--- src/rtl/axi_pkg.sv ---
// ---------------------------------------------------------------------------
// axi_pkg
// Shared AXI definitions for the DMA datapath:
//   AXI_LEN_BC_WIDTH  width of a per-request byte count (covers 0..4096)
//   AXI_4K_BOUNDARY   size of the address window a burst may not cross
//   axi_resp_e        AXI response codes
//   axi_dma_seq_state_e  state encoding of the request sequencer
//   axi_resp_is_err   true for SLVERR / DECERR
// ---------------------------------------------------------------------------
package axi_pkg;

    localparam int AXI_LEN_BC_WIDTH = 13;
    localparam int AXI_4K_BOUNDARY  = 4096;

    typedef enum logic [1:0] {
        AXI_RESP_OKAY   = 2'b00,
        AXI_RESP_EXOKAY = 2'b01,
        AXI_RESP_SLVERR = 2'b10,
        AXI_RESP_DECERR = 2'b11
    } axi_resp_e;

    typedef enum logic [1:0] {
        IDLE  = 2'd0,
        ISSUE = 2'd1,
        DRAIN = 2'd2,
        DONE  = 2'd3
    } axi_dma_seq_state_e;

    function automatic logic axi_resp_is_err(input axi_resp_e r);
        return (r == AXI_RESP_SLVERR) || (r == AXI_RESP_DECERR);
    endfunction

endpackage

--- src/rtl/axi_dma_req_if.sv ---
// ---------------------------------------------------------------------------
// axi_dma_req_if
// Burst request / response channel between a DMA sequencer and an AXI manager.
//   valid/ready       request handshake
//   addr, byte_len    first byte address and byte count of the burst
//   fixed             FIXED burst (address does not advance)
//   lock              exclusive access request
//   resp_valid, resp  one response per accepted request
// Modports: src (sequencer side), dst (manager side).
// ---------------------------------------------------------------------------
interface axi_dma_req_if #(
    parameter int AW   = 32,
    parameter int BC_W = axi_pkg::AXI_LEN_BC_WIDTH
) ();
    import axi_pkg::*;

    logic            valid;
    logic            ready;
    logic [AW-1:0]   addr;
    logic [BC_W-1:0] byte_len;
    logic            fixed;
    logic            lock;
    logic            resp_valid;
    axi_resp_e       resp;

    modport src (
        output valid, addr, byte_len, fixed, lock,
        input  ready, resp_valid, resp
    );

    modport dst (
        input  valid, addr, byte_len, fixed, lock,
        output ready, resp_valid, resp
    );

endinterface

--- src/rtl/axi_dma_chunk_calc.sv ---
// ---------------------------------------------------------------------------
// axi_dma_chunk_calc
// Combinational size of the next burst:
//   chunk = min(remaining, max_bytes, 4096 - addr_off)
// With fixed=1 the 4 KB term is dropped (the address never advances).
// Ports:
//   remaining  [LEN_W]  bytes still to transfer
//   addr_off   [12]     address bits [11:0] of the next burst
//   max_bytes  [BC_W]   per-burst byte limit (nonzero)
//   fixed      [1]      FIXED burst, bypass the 4 KB limit
//   chunk      [BC_W]   resulting burst byte count
// LEN_W must be at least BC_W.
// ---------------------------------------------------------------------------
module axi_dma_chunk_calc
    import axi_pkg::*;
#(
    parameter int LEN_W = 32,
    parameter int BC_W  = AXI_LEN_BC_WIDTH
) (
    input  logic [LEN_W-1:0] remaining,
    input  logic [11:0]      addr_off,
    input  logic [BC_W-1:0]  max_bytes,
    input  logic             fixed,
    output logic [BC_W-1:0]  chunk
);

    // One spare bit so 4096 and the full byte count never wrap.
    localparam int CW = LEN_W + 1;

    logic [CW-1:0] rem_x;
    logic [CW-1:0] max_x;
    logic [CW-1:0] bnd_x;
    logic [CW-1:0] min_rm;
    logic          rem_lt_max;
    logic          use_bnd;

    always_comb begin
        rem_x      = {1'b0, remaining};
        max_x      = CW'(max_bytes);
        bnd_x      = CW'(AXI_4K_BOUNDARY) - CW'(addr_off);
        rem_lt_max = (rem_x < max_x);
        min_rm     = rem_lt_max ? rem_x : max_x;
        use_bnd    = !fixed && (bnd_x < min_rm);

        // Every candidate chosen here is <= max_bytes, so it fits in BC_W.
        if (use_bnd) begin
            chunk = bnd_x[BC_W-1:0];
        end else if (rem_lt_max) begin
            chunk = remaining[BC_W-1:0];
        end else begin
            chunk = max_bytes;
        end
    end

endmodule

--- src/rtl/axi_dma_req_seq.sv ---
// ---------------------------------------------------------------------------
// axi_dma_req_seq
// Splits one DMA descriptor (start address, byte count, fixed flag) into
// burst requests that respect a per-burst byte limit and the AXI 4 KB rule,
// tracks outstanding requests and collects their responses.
// Ports:
//   clk, rst_n        clock, asynchronous active-low reset
//   start             one-cycle pulse, captures the descriptor when idle
//   start_addr        first byte address
//   total_bytes       transfer size in bytes (0 completes with no request)
//   fixed_in          FIXED burst, address does not advance
//   max_bytes         per-request byte limit, sampled at start
//   abort             stop raising new requests, drain outstanding ones
//   req               request/response channel (src side)
//   busy              descriptor in progress (any state but IDLE)
//   done              one-cycle completion pulse
//   error             sticky SLVERR/DECERR flag, cleared by the next start
//   outst_cnt         requests accepted but not yet answered
// Build option: AXI_DMA_REQ_SEQ_ERR_STOP_EN -- when defined, the first error
// response acts like abort; otherwise errors are only recorded.
// ---------------------------------------------------------------------------
module axi_dma_req_seq
    import axi_pkg::*;
#(
    parameter int AW        = 32,
    parameter int LEN_W     = 32,
    parameter int MAX_OUTST = 4,
    parameter int BC_W      = AXI_LEN_BC_WIDTH
) (
    input  logic                           clk,
    input  logic                           rst_n,
    input  logic                           start,
    input  logic [AW-1:0]                  start_addr,
    input  logic [LEN_W-1:0]               total_bytes,
    input  logic                           fixed_in,
    input  logic [BC_W-1:0]                max_bytes,
    input  logic                           abort,
    axi_dma_req_if.src                     req,
    output logic                           busy,
    output logic                           done,
    output logic                           error,
    output logic [$clog2(MAX_OUTST+1)-1:0] outst_cnt
);

    localparam int OW = $clog2(MAX_OUTST + 1);

    axi_dma_seq_state_e state, state_d;

    logic [AW-1:0]    cur_addr, cur_addr_d;
    logic [LEN_W-1:0] remaining, remaining_d;
    logic             fixed_q, fixed_d;
    logic [BC_W-1:0]  max_q, max_d;
    logic             abort_q, abort_d;
    logic             error_d;
    logic [OW-1:0]    outst_d;
    logic             done_q, done_d;

    logic             valid_q, valid_d;
    logic [AW-1:0]    addr_q, addr_d;
    logic [BC_W-1:0]  len_q, len_d;
    logic             rfixed_q, rfixed_d;

    logic             hs;
    logic             resp_err;
    logic             stop;
    logic             at_boundary;
    logic [LEN_W-1:0] rem_after;
    logic [AW-1:0]    addr_after;
    logic [BC_W-1:0]  chunk;

    // Descriptor state as it will be once this cycle's handshake (if any)
    // is accounted for; the next chunk is sized from these so a new request
    // can follow a handshake immediately.
    always_comb begin
        hs         = valid_q && req.ready;
        resp_err   = req.resp_valid && axi_resp_is_err(req.resp);
        rem_after  = hs ? (remaining - LEN_W'(len_q)) : remaining;
        addr_after = (hs && !fixed_q) ? (cur_addr + AW'(len_q)) : cur_addr;
        // A request boundary: nothing pending, or the pending one just left.
        at_boundary = !valid_q || hs;
`ifdef AXI_DMA_REQ_SEQ_ERR_STOP_EN
        stop = abort_q || abort || error || resp_err;
`else
        stop = abort_q || abort;
`endif
    end

    axi_dma_chunk_calc #(
        .LEN_W (LEN_W),
        .BC_W  (BC_W)
    ) u_chunk_calc (
        .remaining (rem_after),
        .addr_off  (addr_after[11:0]),
        .max_bytes (max_q),
        .fixed     (fixed_q),
        .chunk     (chunk)
    );

    // Outstanding count: a handshake and a response in the same cycle cancel.
    // A response with nothing outstanding saturates at zero.
    always_comb begin
        unique case ({hs, req.resp_valid})
            2'b10:   outst_d = outst_cnt + 1'b1;
            2'b01:   outst_d = (outst_cnt == '0) ? '0 : outst_cnt - 1'b1;
            default: outst_d = outst_cnt;
        endcase
    end

    // NOTE: every signal written here is given a default first, so no path
    // leaves one unassigned and no latch is inferred.
    always_comb begin
        state_d     = state;
        cur_addr_d  = cur_addr;
        remaining_d = remaining;
        fixed_d     = fixed_q;
        max_d       = max_q;
        abort_d     = abort_q;
        error_d     = error || resp_err;
        done_d      = 1'b0;
        // A presented request holds addr/len/fixed until it is accepted.
        valid_d     = valid_q && !hs;
        addr_d      = addr_q;
        len_d       = len_q;
        rfixed_d    = rfixed_q;

        unique case (state)
            IDLE: begin
                if (start) begin
                    cur_addr_d  = start_addr;
                    remaining_d = total_bytes;
                    fixed_d     = fixed_in;
                    max_d       = max_bytes;
                    abort_d     = 1'b0;
                    error_d     = 1'b0;
                    state_d     = (total_bytes == '0) ? DONE : ISSUE;
                end
            end

            ISSUE: begin
                remaining_d = rem_after;
                cur_addr_d  = addr_after;
                if (abort) begin
                    abort_d = 1'b1;
                end
                if (at_boundary) begin
                    if ((rem_after == '0) || stop) begin
                        state_d = DRAIN;
                    end else if (outst_d < OW'(MAX_OUTST)) begin
                        valid_d  = 1'b1;
                        addr_d   = addr_after;
                        len_d    = chunk;
                        rfixed_d = fixed_q;
                    end
                end
            end

            DRAIN: begin
                if (outst_cnt == '0) begin
                    state_d = DONE;
                end
            end

            DONE: begin
                done_d  = 1'b1;
                state_d = IDLE;
            end

            default: state_d = IDLE;
        endcase
    end

    // NOTE: state registers use non-blocking assignments so every flop
    // samples the values from before this edge, independent of block order.
    always_ff @(posedge clk or negedge rst_n) begin
        if (!rst_n) begin
            state     <= IDLE;
            cur_addr  <= '0;
            remaining <= '0;
            fixed_q   <= 1'b0;
            max_q     <= '0;
            abort_q   <= 1'b0;
            error     <= 1'b0;
            outst_cnt <= '0;
            done_q    <= 1'b0;
            valid_q   <= 1'b0;
            addr_q    <= '0;
            len_q     <= '0;
            rfixed_q  <= 1'b0;
        end else begin
            state     <= state_d;
            cur_addr  <= cur_addr_d;
            remaining <= remaining_d;
            fixed_q   <= fixed_d;
            max_q     <= max_d;
            abort_q   <= abort_d;
            error     <= error_d;
            outst_cnt <= outst_d;
            done_q    <= done_d;
            valid_q   <= valid_d;
            addr_q    <= addr_d;
            len_q     <= len_d;
            rfixed_q  <= rfixed_d;
        end
    end

    assign busy         = (state != IDLE);
    assign done         = done_q;
    assign req.valid    = valid_q;
    assign req.addr     = addr_q;
    assign req.byte_len = len_q;
    assign req.fixed    = rfixed_q;
    assign req.lock     = 1'b0;

    // A response with nothing outstanding is a protocol violation upstream.
    a_resp_without_outst: assert property (
        @(posedge clk) disable iff (!rst_n) req.resp_valid |-> (outst_cnt != '0)
    );

endmodule
--- src/flat_wrapper.sv ---
// flat-port wrapper written by rule: the top's interface ports become plain ports
module axi_dma_req_seq_flat import axi_pkg::*;
#(
    parameter int AW        = 32,
    parameter int LEN_W     = 32,
    parameter int MAX_OUTST = 4,
    parameter int BC_W      = AXI_LEN_BC_WIDTH
)
  (clk, rst_n, start, start_addr, total_bytes, fixed_in, max_bytes, abort, busy, done, error, outst_cnt, req_valid, req_addr, req_byte_len, req_fixed, req_lock, req_ready, req_resp_valid, req_resp);
  axi_dma_req_if #(.AW(AW), .BC_W(BC_W)) req_i ();
  input  logic clk;
  input  logic rst_n;
  input  logic start;
  input  logic [AW-1:0] start_addr;
  input  logic [LEN_W-1:0] total_bytes;
  input  logic fixed_in;
  input  logic [BC_W-1:0] max_bytes;
  input  logic abort;
  output logic busy;
  output logic done;
  output logic error;
  output logic [$clog2(MAX_OUTST+1)-1:0] outst_cnt;
  output wire logic [$bits(req_i.valid)-1:0] req_valid;
  output wire logic [$bits(req_i.addr)-1:0] req_addr;
  output wire logic [$bits(req_i.byte_len)-1:0] req_byte_len;
  output wire logic [$bits(req_i.fixed)-1:0] req_fixed;
  output wire logic [$bits(req_i.lock)-1:0] req_lock;
  input wire logic [$bits(req_i.ready)-1:0] req_ready;
  input wire logic [$bits(req_i.resp_valid)-1:0] req_resp_valid;
  input wire logic [$bits(req_i.resp)-1:0] req_resp;
  assign req_valid = req_i.valid;
  assign req_addr = req_i.addr;
  assign req_byte_len = req_i.byte_len;
  assign req_fixed = req_i.fixed;
  assign req_lock = req_i.lock;
  assign req_i.ready = req_ready;
  assign req_i.resp_valid = req_resp_valid;
  assign req_i.resp = req_resp;
  axi_dma_req_seq #(.AW(AW), .LEN_W(LEN_W), .MAX_OUTST(MAX_OUTST), .BC_W(BC_W)) u_core (.clk(clk), .rst_n(rst_n), .start(start), .start_addr(start_addr), .total_bytes(total_bytes), .fixed_in(fixed_in), .max_bytes(max_bytes), .abort(abort), .req(req_i), .busy(busy), .done(done), .error(error), .outst_cnt(outst_cnt));
endmodule
--- config.mk ---
export PLATFORM = sky130hd
export DESIGN_NAME = axi_dma_req_seq_flat
export DESIGN_NICKNAME = d
export VERILOG_FILES = /design/src/rtl/axi_pkg.sv /design/src/rtl/axi_dma_req_if.sv /design/src/rtl/axi_dma_chunk_calc.sv /design/src/rtl/axi_dma_req_seq.sv /design/src/flat_wrapper.sv
export SDC_FILE = /design/constraint.sdc
export NUM_CORES = 1
export LEC_CHECK = 0
export ABC_AREA = 1
export BUFFER_PORTS_ARGS = -buffer_cell sky130_fd_sc_hd__buf_4
export CORE_ASPECT_RATIO = 0.5
export CORE_MARGIN = 2
export CORE_UTILIZATION = 60
export CTS_BUF_LIST = sky130_fd_sc_hd__clkbuf_2 sky130_fd_sc_hd__clkbuf_4 sky130_fd_sc_hd__clkbuf_8
export CTS_CLUSTER_DIAMETER = 50
export DETAILED_ROUTE_END_ITERATION = 8
export PLACE_DENSITY = 0.91
export SYNTH_ARGS = -nofsm -noshare
export SYNTH_HDL_FRONTEND = slang
export SYNTH_SLANG_ARGS = --single-unit
--- constraint.sdc ---
create_clock -name clk -period 14.8 [get_ports clk]
set_input_delay 0.74 -clock clk [delete_from_list [all_inputs] [get_ports clk]]
set_output_delay 0.74 -clock clk [all_outputs]
set_load 0.01 [all_outputs]
==> impl_results.md, run 1 <==
- Outcome: complete, no violations
- Worst Hold Class: primary input to async pin
- Via count: between 10,000 and 15,000
- Slew headroom: approximately 16%
- Resized Gates After CTS: 0
- Setup violation total in the final timing report: 0
- DRC marker count from the first detailed-route iteration: 942
- Netlist Area Pre-Place: between 0.009 and 0.01 mm^2
- Crit path time final: between 6 and 7 ns
- Post-CTS setup buffers: 0
- Biggest fanout along the worst timing path: 25
- Worst hold margin: ~0.28 ns
- Crit path to: u_core.req.byte_len[4]
- Max incr delay on CP: between 0.9 and 1 ns
- Global Route Usage Sum: 34.3%
- Cell chosen for the clock root: sky130_fd_sc_hd__clkbuf_8
- Signal arrival time at the worst endpoint: roughly 7 ns
- Net count after synthesis: about 1,600
- Type of origin of the critical path: flop
- Number of antenna diodes: 0
- Area taken by multi-input logic gates: approximately 0.0055 mm^2
- Area growth, synth to finish: 15.7%
- Portion of total power attributed to the clock network: 11.5%
- Boundary Pins: 140
- Antenna violations before repair: 0
- Share of layout cells above drive strength 1: 14.2%
- Sum of negative setup slack: 0 ns
- Routability-driven placement congestion ratio: 0.954
- Slew of the pin with the lowest slew margin: between 1 and 1.5 ns
- Count of H-tree levels built during CTS: 4
- Share of the cycle needed by the critical path after routing: between 40 and 50%
- Post-layout total power: around 0.0029 W
- Pin count of the biggest net entering global routing: 81
- Placement row count: 32
- CTS Buf Count: 17
- Areal power density over the cells: around 250 mW/mm^2
- Worst endpoint required time: 15.22 ns
- Gr ovfl total: 0
- Cell repeated most along the worst path: sky130_fd_sc_hd__nand2_1
- Synthesis warning total: 0
- Static Leakage: 5.90 nW
- Vias in the first global route: between 9,000 and 10,000
- Starting Density: between 60% and 70%
- Area inside the core boundary: 0.0157 mm^2
- Drt pass-1 iters: 6
- Peak supply drop: about 160 uV
- Routed WL per cell: ~16 um
- Max-slew violations: 0
- Cell count of the worst reg-to-reg path: 28
- Clock skew: approximately 0.017 ns
- Worst setup path startpoint: u_core.req.byte_len[0]
- Number of remaining DRC errors: 0
- Total length of routed wires: 29,000 um
- MaxCap Viol Count: 0
- Fraction of power spent switching nets: 52.5%
- Post-CTS Hold Buffers: 0
- Width of the die: 185 um
- TritonCTS clock tree: done
- Sequential share of the synthesized area: ~34%
- Clock tree buffer depth: 2
- Worst setup path category: flop to flop
- Global-route wire length before repair: around 47,000 um
- Design internal power: between 0.001 and 0.0015 W
- Setup repair after global routing missed its margin: false
- Net count of the finished layout: around 1,700
- DP Wirelength: around 21,000 um
- Sequential group share of total power: roughly a quarter
- Count of flip-flops with a built-in enable after synthesis: 0
- IO buf count: about 140
- Highest clock rate: about 0.16 GHz
- Post-synthesis cell count: 1,429
- Critical-path top delay cell: sky130_fd_sc_hd__a21oi_1
- Sequential Area: 0.00333 mm^2
- Dominant register cell in the synthesized netlist: sky130_fd_sc_hd__dfrtp_1
- Kind of end point of the critical path: flop
- Layout fillers: 1,268
- Post-synthesis register bit count: between 100 and 150
- Clock tree sinks: about 130
- Avg Inst Size Synth: around 6.9 um^2
- Die H: 94.5 um
- DR vias/cell: ~5.8
- Source of the worst register-to-register timing path: u_core.req.byte_len[0]
- Net load switching power: between 0.0015 and 0.002 W
- Clock slew seen by the registers of the worst setup and hold paths: ~0.09 ns
- Final hold violation count: 0
- Count of nets left with antenna violations after detail routing: 0
- Number of distinct library cells after synthesis: 45
- Later-pin clock latency in the skew report: ~0.48 ns
- FF-to-FF setup slack: ~8.4 ns
- Area enclosed by the die boundary: roughly 0.017 mm^2
- Synth async-reset ratio: 100%
- Endpoint of the worst-slack reg-to-reg timing path: u_core.req.byte_len[4]
- Proportion of power drawn by combinational gates: between 60% and 70%
## synthesized netlist by cell type, types with 4 or more instances
cell,n,area share [%]
sky130_fd_sc_hd__xnor2_1,9,0.80
sky130_fd_sc_hd__dfrtp_1,133,34
sky130_fd_sc_hd__nand3_1,74,3.8
sky130_fd_sc_hd__inv_1,183,7.0
sky130_fd_sc_hd__nor2_2,10,0.64
sky130_fd_sc_hd__nand2_1,395,15
sky130_fd_sc_hd__a21oi_1,52,2.7
sky130_fd_sc_hd__nand4_1,31,2.0
sky130_fd_sc_hd__nor4_1,16,1.0
sky130_fd_sc_hd__nor2_1,119,4.5
sky130_fd_sc_hd__ha_1,61,7.8
sky130_fd_sc_hd__buf_1,5,0.19
sky130_fd_sc_hd__clkbuf_1,27,1.0
sky130_fd_sc_hd__o21ai_0,129,6.6
sky130_fd_sc_hd__nand3_2,8,0.82
sky130_fd_sc_hd__o22ai_1,51,3.2
sky130_fd_sc_hd__clkinv_1,4,0.15
sky130_fd_sc_hd__xor2_1,26,2.3
sky130_fd_sc_hd__o21ai_1,23,1.2
sky130_fd_sc_hd__nand2_2,4,0.25
sky130_fd_sc_hd__buf_2,14,0.71
sky130_fd_sc_hd__inv_2,7,0.27
sky130_fd_sc_hd__nor3_1,11,0.56
## sequential cells by signal (all words and copies together), names as in the netlist, 2 cells and up
signal	cells
u_core.cur_addr	32
u_core.remaining	32
u_core.req.addr	32
u_core.max_q	13
u_core.req.byte_len	13
u_core.outst_cnt	3
u_core.state	2
## routing by layer
layer / share of wire (%) / track usage (%) / up-vias / wire length (um)
met3: 9.2 / 6.02 / 69 / 2670
met1: 41 / 43.0 / 4778 / 11900
met2: 47 / 58.7 / 554 / 13600
li1: - / - / 4910 / -
met4: 2.8 / 15.5 / 0 / 801
met5: 0 / 0 / - / 0
## area by class of cell
cell class,count,area share [%]
tap,221,2.43
inverter,194,6.41
sequential,133,29.3
timing repair buffer,144,9.52
multi-input combinational,1050,48.7
clock buffer,20,2.37
clock inverter,12,1.24
## worst min path at each step
stage                         from                  end  slack, ns
6_report                     rst_n     u_core.max_q[10]       0.28
2_1_floorplan                rst_n       u_core.abort_q       0.44
3_5_place_dp   u_core.req.addr[27]  u_core.req.addr[27]       0.46
4_1_cts                      rst_n     u_core.max_q[10]       0.31
3_3_place_gp   u_core.req.addr[20]  u_core.req.addr[20]       0.46
5_1_grt                      rst_n     u_core.max_q[10]       0.35
## through the flow
stage          area [um^2]  worst slack (ns)  std cells  util (%)
5_1_grt              11400              7.86       1774      72.4
4_1_cts              11400              8.56       1774      72.4
6_report             11400              8.39       1774      72.4
3_3_place_gp         10900              8.49       1742      69.7
2_1_floorplan         9820             10.07       1429         -
3_5_place_dp         10900              8.32       1742      69.7
## worst max-delay path, delay by kind of cell (launching register included)
kind / cells / cell delay [ns]
AND/OR/NAND/NOR: 15 / 1.87
flip-flops: 1 / 0.44
buffers and inverters: 2 / 0.14
AO/OA/AOI/OAI: 7 / 2.59
adder cells (fa/ha/maj): 4 / 1.32
## cell families after synthesis
family	after synthesis	synth area share, %
AOI/OAI and AO/OA	268	14.7
xor gates and xnor gates	35	3.12
buffers and inverters	246	9.93
and+or+nand+nor	682	30.0
adders and majority gates	63	8.18
other	1	0.0382
DFF	133	33.9
muxes	1	0.115
## power groups by stage
stage | combinational (W) | sequential (W) | clock, W
global route | 0.00207 | 0.000700 | 0.000343
CTS | 0.00181 | 0.000676 | 0.000331
global placement | 0.00172 | 0.000674 | 0
detailed placement | 0.00179 | 0.000681 | 0
floorplan | 0.00130 | 0.000671 | 0
finish | 0.00184 | 0.000682 | 0.000329
## placed cells by master, fill, tap and decap left out, drive strengths merged, types with 7 or more instances in the layout
cell / count
o22ai: 51
nand3: 83
nand4: 31
xnor2: 9
a21oi: 53
ha: 61
o21ai: 152
dfrtp: 133
clkbuf: 20
xor2: 26
inv: 195
nand2: 402
nor4: 16
clkinv: 7
buf: 144
nor2: 132
nor3: 12
No activity file was read; power rests on OpenSTA's default activity.
==> run 2, diff against run 1 <==
--- a/config.mk
+++ b/config.mk
@@ -5,7 +5,7 @@
 export SDC_FILE = /design/constraint.sdc
 export NUM_CORES = 1
 export LEC_CHECK = 0
-export ABC_AREA = 1
+export ABC_AREA = 0
 export BUFFER_PORTS_ARGS = -buffer_cell sky130_fd_sc_hd__buf_4
 export CORE_ASPECT_RATIO = 0.5
 export CORE_MARGIN = 2
==> constraint.sdc (replaced) <==
create_clock -name clk -period 6.3 [get_ports clk]
set_input_delay 0.315 -clock clk [delete_from_list [all_inputs] [get_ports clk]]
set_output_delay 0.315 -clock clk [all_outputs]
set_load 0.01 [all_outputs]
==> run 2 against run 1 <==
Against the previous run: final cell count down 16%; count of clock-buffer cells in the layout down 2; combinational power rose to 2.9 times the previous value; clock power up 130%; largest cell class unchanged.
==> impl_results.md, run 2 <==
- Outcome: complete, no violations
- Clock tree sinks: 133 (unchanged)
- IO buf count: 137 (unchanged)
- Number of antenna diodes: 0 (unchanged)
- Number of buffers and inverters on the critical path: 7 (+5)
- Dominant cells by area after synthesis: sky130_fd_sc_hd__dfrtp_1, sky130_fd_sc_hd__ha_1, sky130_fd_sc_hd__mux2i_1
- Kind of end point of the critical path: flop
- Area inside the core boundary: 0.0156 mm^2 (-0.51%)
- Placed cell areas: 0.0114 mm^2 (+4.5%)
- Layout fillers: 1,005 (-21%)
- Post-synthesis register bit count: 133 (unchanged)
- Most frequent cells in the layout: sky130_fd_sc_hd__buf_4, sky130_fd_sc_hd__dfrtp_1, sky130_fd_sc_hd__nand2_1
- Worst endpoint required time: 6.67 ns (-8.55 ns)
- Placed cell count: 1,452 (-17%)
- Total length of routed wires: 31,800 um (+9.8%)
- Sum of negative setup slack: 0 ns (unchanged)
- Synthesis warning total: 0 (unchanged)
- MaxCap Viol Count: 0 (unchanged)
- Synth async-reset ratio: 100% (unchanged)
- Later-pin clock latency in the skew report: 0.46 ns (-0.02 ns)
- Cell chosen for the clock root: sky130_fd_sc_hd__clkbuf_8
- Worst Setup Slack, final: 0.0757 ns (-8.32 ns)
- Drt pass-1 iters: 6 (unchanged)
- DR vias/cell: 6.47 (+11%)
- Top-area cell type share of the netlist area: 34.3% (+0.41 points)
- Clock skew: 0.0176 ns (+0.00107 ns)
- Count of H-tree levels built during CTS: 4 (unchanged)
- Post-synthesis cell type with the largest combined area: sky130_fd_sc_hd__dfrtp_1
- Net count after synthesis: 1,221 (-23%)
- Netlist Area Pre-Place: 0.00970 mm^2 (-1.2%)
- Routed WL per cell: 21.4 um (+31%)
- Die H: 93.9 um (-0.58%)
- Boundary Pins: 140 (unchanged)
- Final hold violation count: 0 (unchanged)
- Setup violation total in the final timing report: 0 (unchanged)
- Pin count of the biggest net entering global routing: 89 (+9.9%)
- Type of origin of the critical path: flop
- Slew of the pin with the lowest slew margin: 1.08 ns (-0.179 ns)
- Slew headroom: 28.1% (+12 points)
- Avg Inst Size Synth: 9.05 um^2 (+32%)
- FF-to-FF setup slack: 0.08 ns (-8.32 ns)
- Global Route Usage Sum: 36.3% (+2.1 points)
- Share of layout cells above drive strength 1: 26.9% (+13 points)
- Worst Hold Class: primary input to flop
- Cell repeated most along the worst path: sky130_fd_sc_hd__a21o_1
- Signal arrival time at the worst endpoint: 6.59 ns (-0.24 ns)
- Count of flip-flops with a built-in enable after synthesis: 0 (unchanged)
- Gr ovfl total: 0 (unchanged)
- Critical-path top delay cell: sky130_fd_sc_hd__dfrtp_1
- Worst setup path category: flop to flop
- Areal power density over the cells: 652 mW/mm^2 (+160%)
- Placement row count: 32 (unchanged)
- Cell count of the worst reg-to-reg path: 35 (+25%)
- Starting Density: 62.1% (-0.43 points)
- Clock slew seen by the registers of the worst setup and hold paths: 0.09 ns (about the same)
- Area enclosed by the die boundary: 0.0173 mm^2 (-1.2%)
- Placement-stage worst setup slack: -0.375 ns (-8.70 ns)
- Final Non-Filler Cells: 1,488 (-16%)
- Source of the worst register-to-register timing path: u_core.remaining[0]
- Crit path time final: 6.22 ns (-0.181 ns)
- Most used standard cell by instance count after synthesis: sky130_fd_sc_hd__dfrtp_1
- Clock tree buffer depth: 2 (unchanged)
- Number of distinct library cells after synthesis: 78 (+73%)
- Min-Delay Startpoint: max_bytes[1]
- Via count: 9,634 (-6.6%)
- Max incr delay on CP: 0.40 ns (-0.56 ns)
- Sequential share of the synthesized area: 34.3% (+0.41 points)
- DP Wirelength: 22,200 um (+6.4%)
- Wire length on met2: 14,200 um (+4.4%)
- Peak supply drop: 273 uV (+74%)
- Biggest fanout along the worst timing path: 7 (-72%)
- Worst-case hold path end point: u_core.max_q[1]
- Wire length on met1: 13,100 um (+9.9%)
- Post-route core utilization: 77.5% (+5.1 points)
- Net count of the finished layout: 1,421 (-16%)
- Area of all placed cells without fillers: 0.0121 mm^2 (+6.5%)
- Count of nets left with antenna violations after detail routing: 0 (unchanged)
- Endpoint of the worst-slack reg-to-reg timing path: u_core.req.byte_len[12]
- Vias in the first global route: 9,219 (-7.0%)
- Max-slew violations: 0 (unchanged)
- DR WL met3: 3200 um (+20%)
- Number of remaining DRC errors: 0 (unchanged)
- Dominant register cell in the synthesized netlist: sky130_fd_sc_hd__dfrtp_1
- Post-synthesis cell count: 1,072 (-25%)
- Routability-driven placement congestion ratio: 1.04 (+9.2%)
- Width of the die: 184 um (-0.59%)
- TritonCTS clock tree: done
- Static Leakage: 5.65 nW (-4.3%)
- Most common cell after layout, fill and taps aside: sky130_fd_sc_hd__buf_4
- Max Used Layer: met5
- Family with the most delay on the worst path: compound AO/OA/AOI/OAI gates
- Hold Path Cell Cnt: 2
- DRC marker count from the first detailed-route iteration: 1,076 (+14%)
- CTS Buf Count: 17 (unchanged)
- Share of the cycle needed by the critical path after routing: 98.8% (+56 points)
- Global-route wire length before repair: 48,400 um (+2.8%)
- Commonest cells in the synthesized netlist: sky130_fd_sc_hd__dfrtp_1, sky130_fd_sc_hd__nand2_1, sky130_fd_sc_hd__a21oi_1, sky130_fd_sc_hd__inv_1, sky130_fd_sc_hd__o21ai_0
- Area growth, synth to finish: 24.7%
- Highest clock rate: 0.161 GHz (+2.9%)
- Antenna violations before repair: 1 (+1)
==> run 2: cell count changes in the layout (fill, tap and decap cells not counted), sizes merged, moves of 25 or more <==
| cell | previous run | this run |
|---|---|---|
| o22ai | 51 | 23 |
| mux2i | 0 | 69 |
| nand3 | 83 | 24 |
| nand2 | 402 | 112 |
| inv | 195 | 75 |
| a21oi | 53 | 78 |
| mux2 | 1 | 56 |
| xnor2 | 9 | 37 |
| nor2 | 132 | 69 |
| buf | 144 | 229 |
| o21ai | 152 | 71 |
==> run 2: cells by family after synthesis <==
logic type	count (synthesis)	synth area share, %
compound gates	266	17.2
xor+xnor	55	4.97
fa+ha+maj	63	8.28
buf+inv	121	5.31
flops	133	34.3
mux	125	14.5
other cells	1	0.0387
simple gates	308	15.4
==> run 2: what timing repair did <==
action / 4_1_cts / 5_1_grt
hold endpoints to repair: 75 / 0
pin swaps: 2 / 11
gates cloned: 0 / 1
setup buffers: 1 / 2
setup endpoints to repair: 12 / 13
resized for setup: 12 / 32
hold buffers: 1 / 0
==> run 2: through the flow <==
stage,hold slack (ns),power (W)
floorplan,0.0194,0.00478
global placement,0.390,0.00630
detailed placement,0.399,0.00654
CTS,0.0610,0.00743
global route,0.0506,0.00836
finish,0.0778,0.00788
==> run 2: worst max path at each step <==
stage                           start                      end  slack [ns]  depth (start not counted)
6_report          u_core.remaining[0]  u_core.req.byte_len[12]        0.08                         35
5_1_grt           u_core.remaining[0]  u_core.req.byte_len[12]       -0.18                         35
4_1_cts           u_core.remaining[0]   u_core.req.byte_len[1]        0.03                         34
3_3_place_gp      u_core.remaining[0]   u_core.req.byte_len[2]       -0.08                         31
3_5_place_dp      u_core.remaining[0]  u_core.req.byte_len[12]       -0.37                         33
2_1_floorplan  u_core.req.byte_len[0]  u_core.req.byte_len[11]        0.21                         30
==> run 2: worst register-to-register path, delay by kind of cell (launching register included) <==
kind,cells,cell delay (ns)
buffers and inverters,7,0.85
and+or+nand+nor,3,0.44
adders and majority gates,4,0.87
AOI/OAI and AO/OA,17,2.75
DFF,1,0.40
muxes,3,0.63
xor gates and xnor gates,1,0.21
==> run 2: cell type report <==
type / count / area, um^2 / area share (%)
clock inverters: 13 / 149 / 1.23
multi-input cells: 818 / 6080 / 50.2
repair buffers: 231 / 1780 / 14.7
well taps: 204 / 255 / 2.11
flip-flops and latches: 133 / 3330 / 27.5
inverters: 71 / 267 / 2.20
clock buffers: 18 / 241 / 2.00
==> run 2: metal layers <==
layer  up-vias  global-route usage, %
li1       4260                      -
met1      4586                   49.4
met2       638                   57.0
met3       148                   7.64
met4         2                   14.7
met5         -                      0
==> run 2: report_power, final <==
group	internal, W	switching (W)
Clock	0.000359	0.000394
Combinational	0.00244	0.00294
Sequential	0.00129	0.000465
Total	0.00409	0.00380
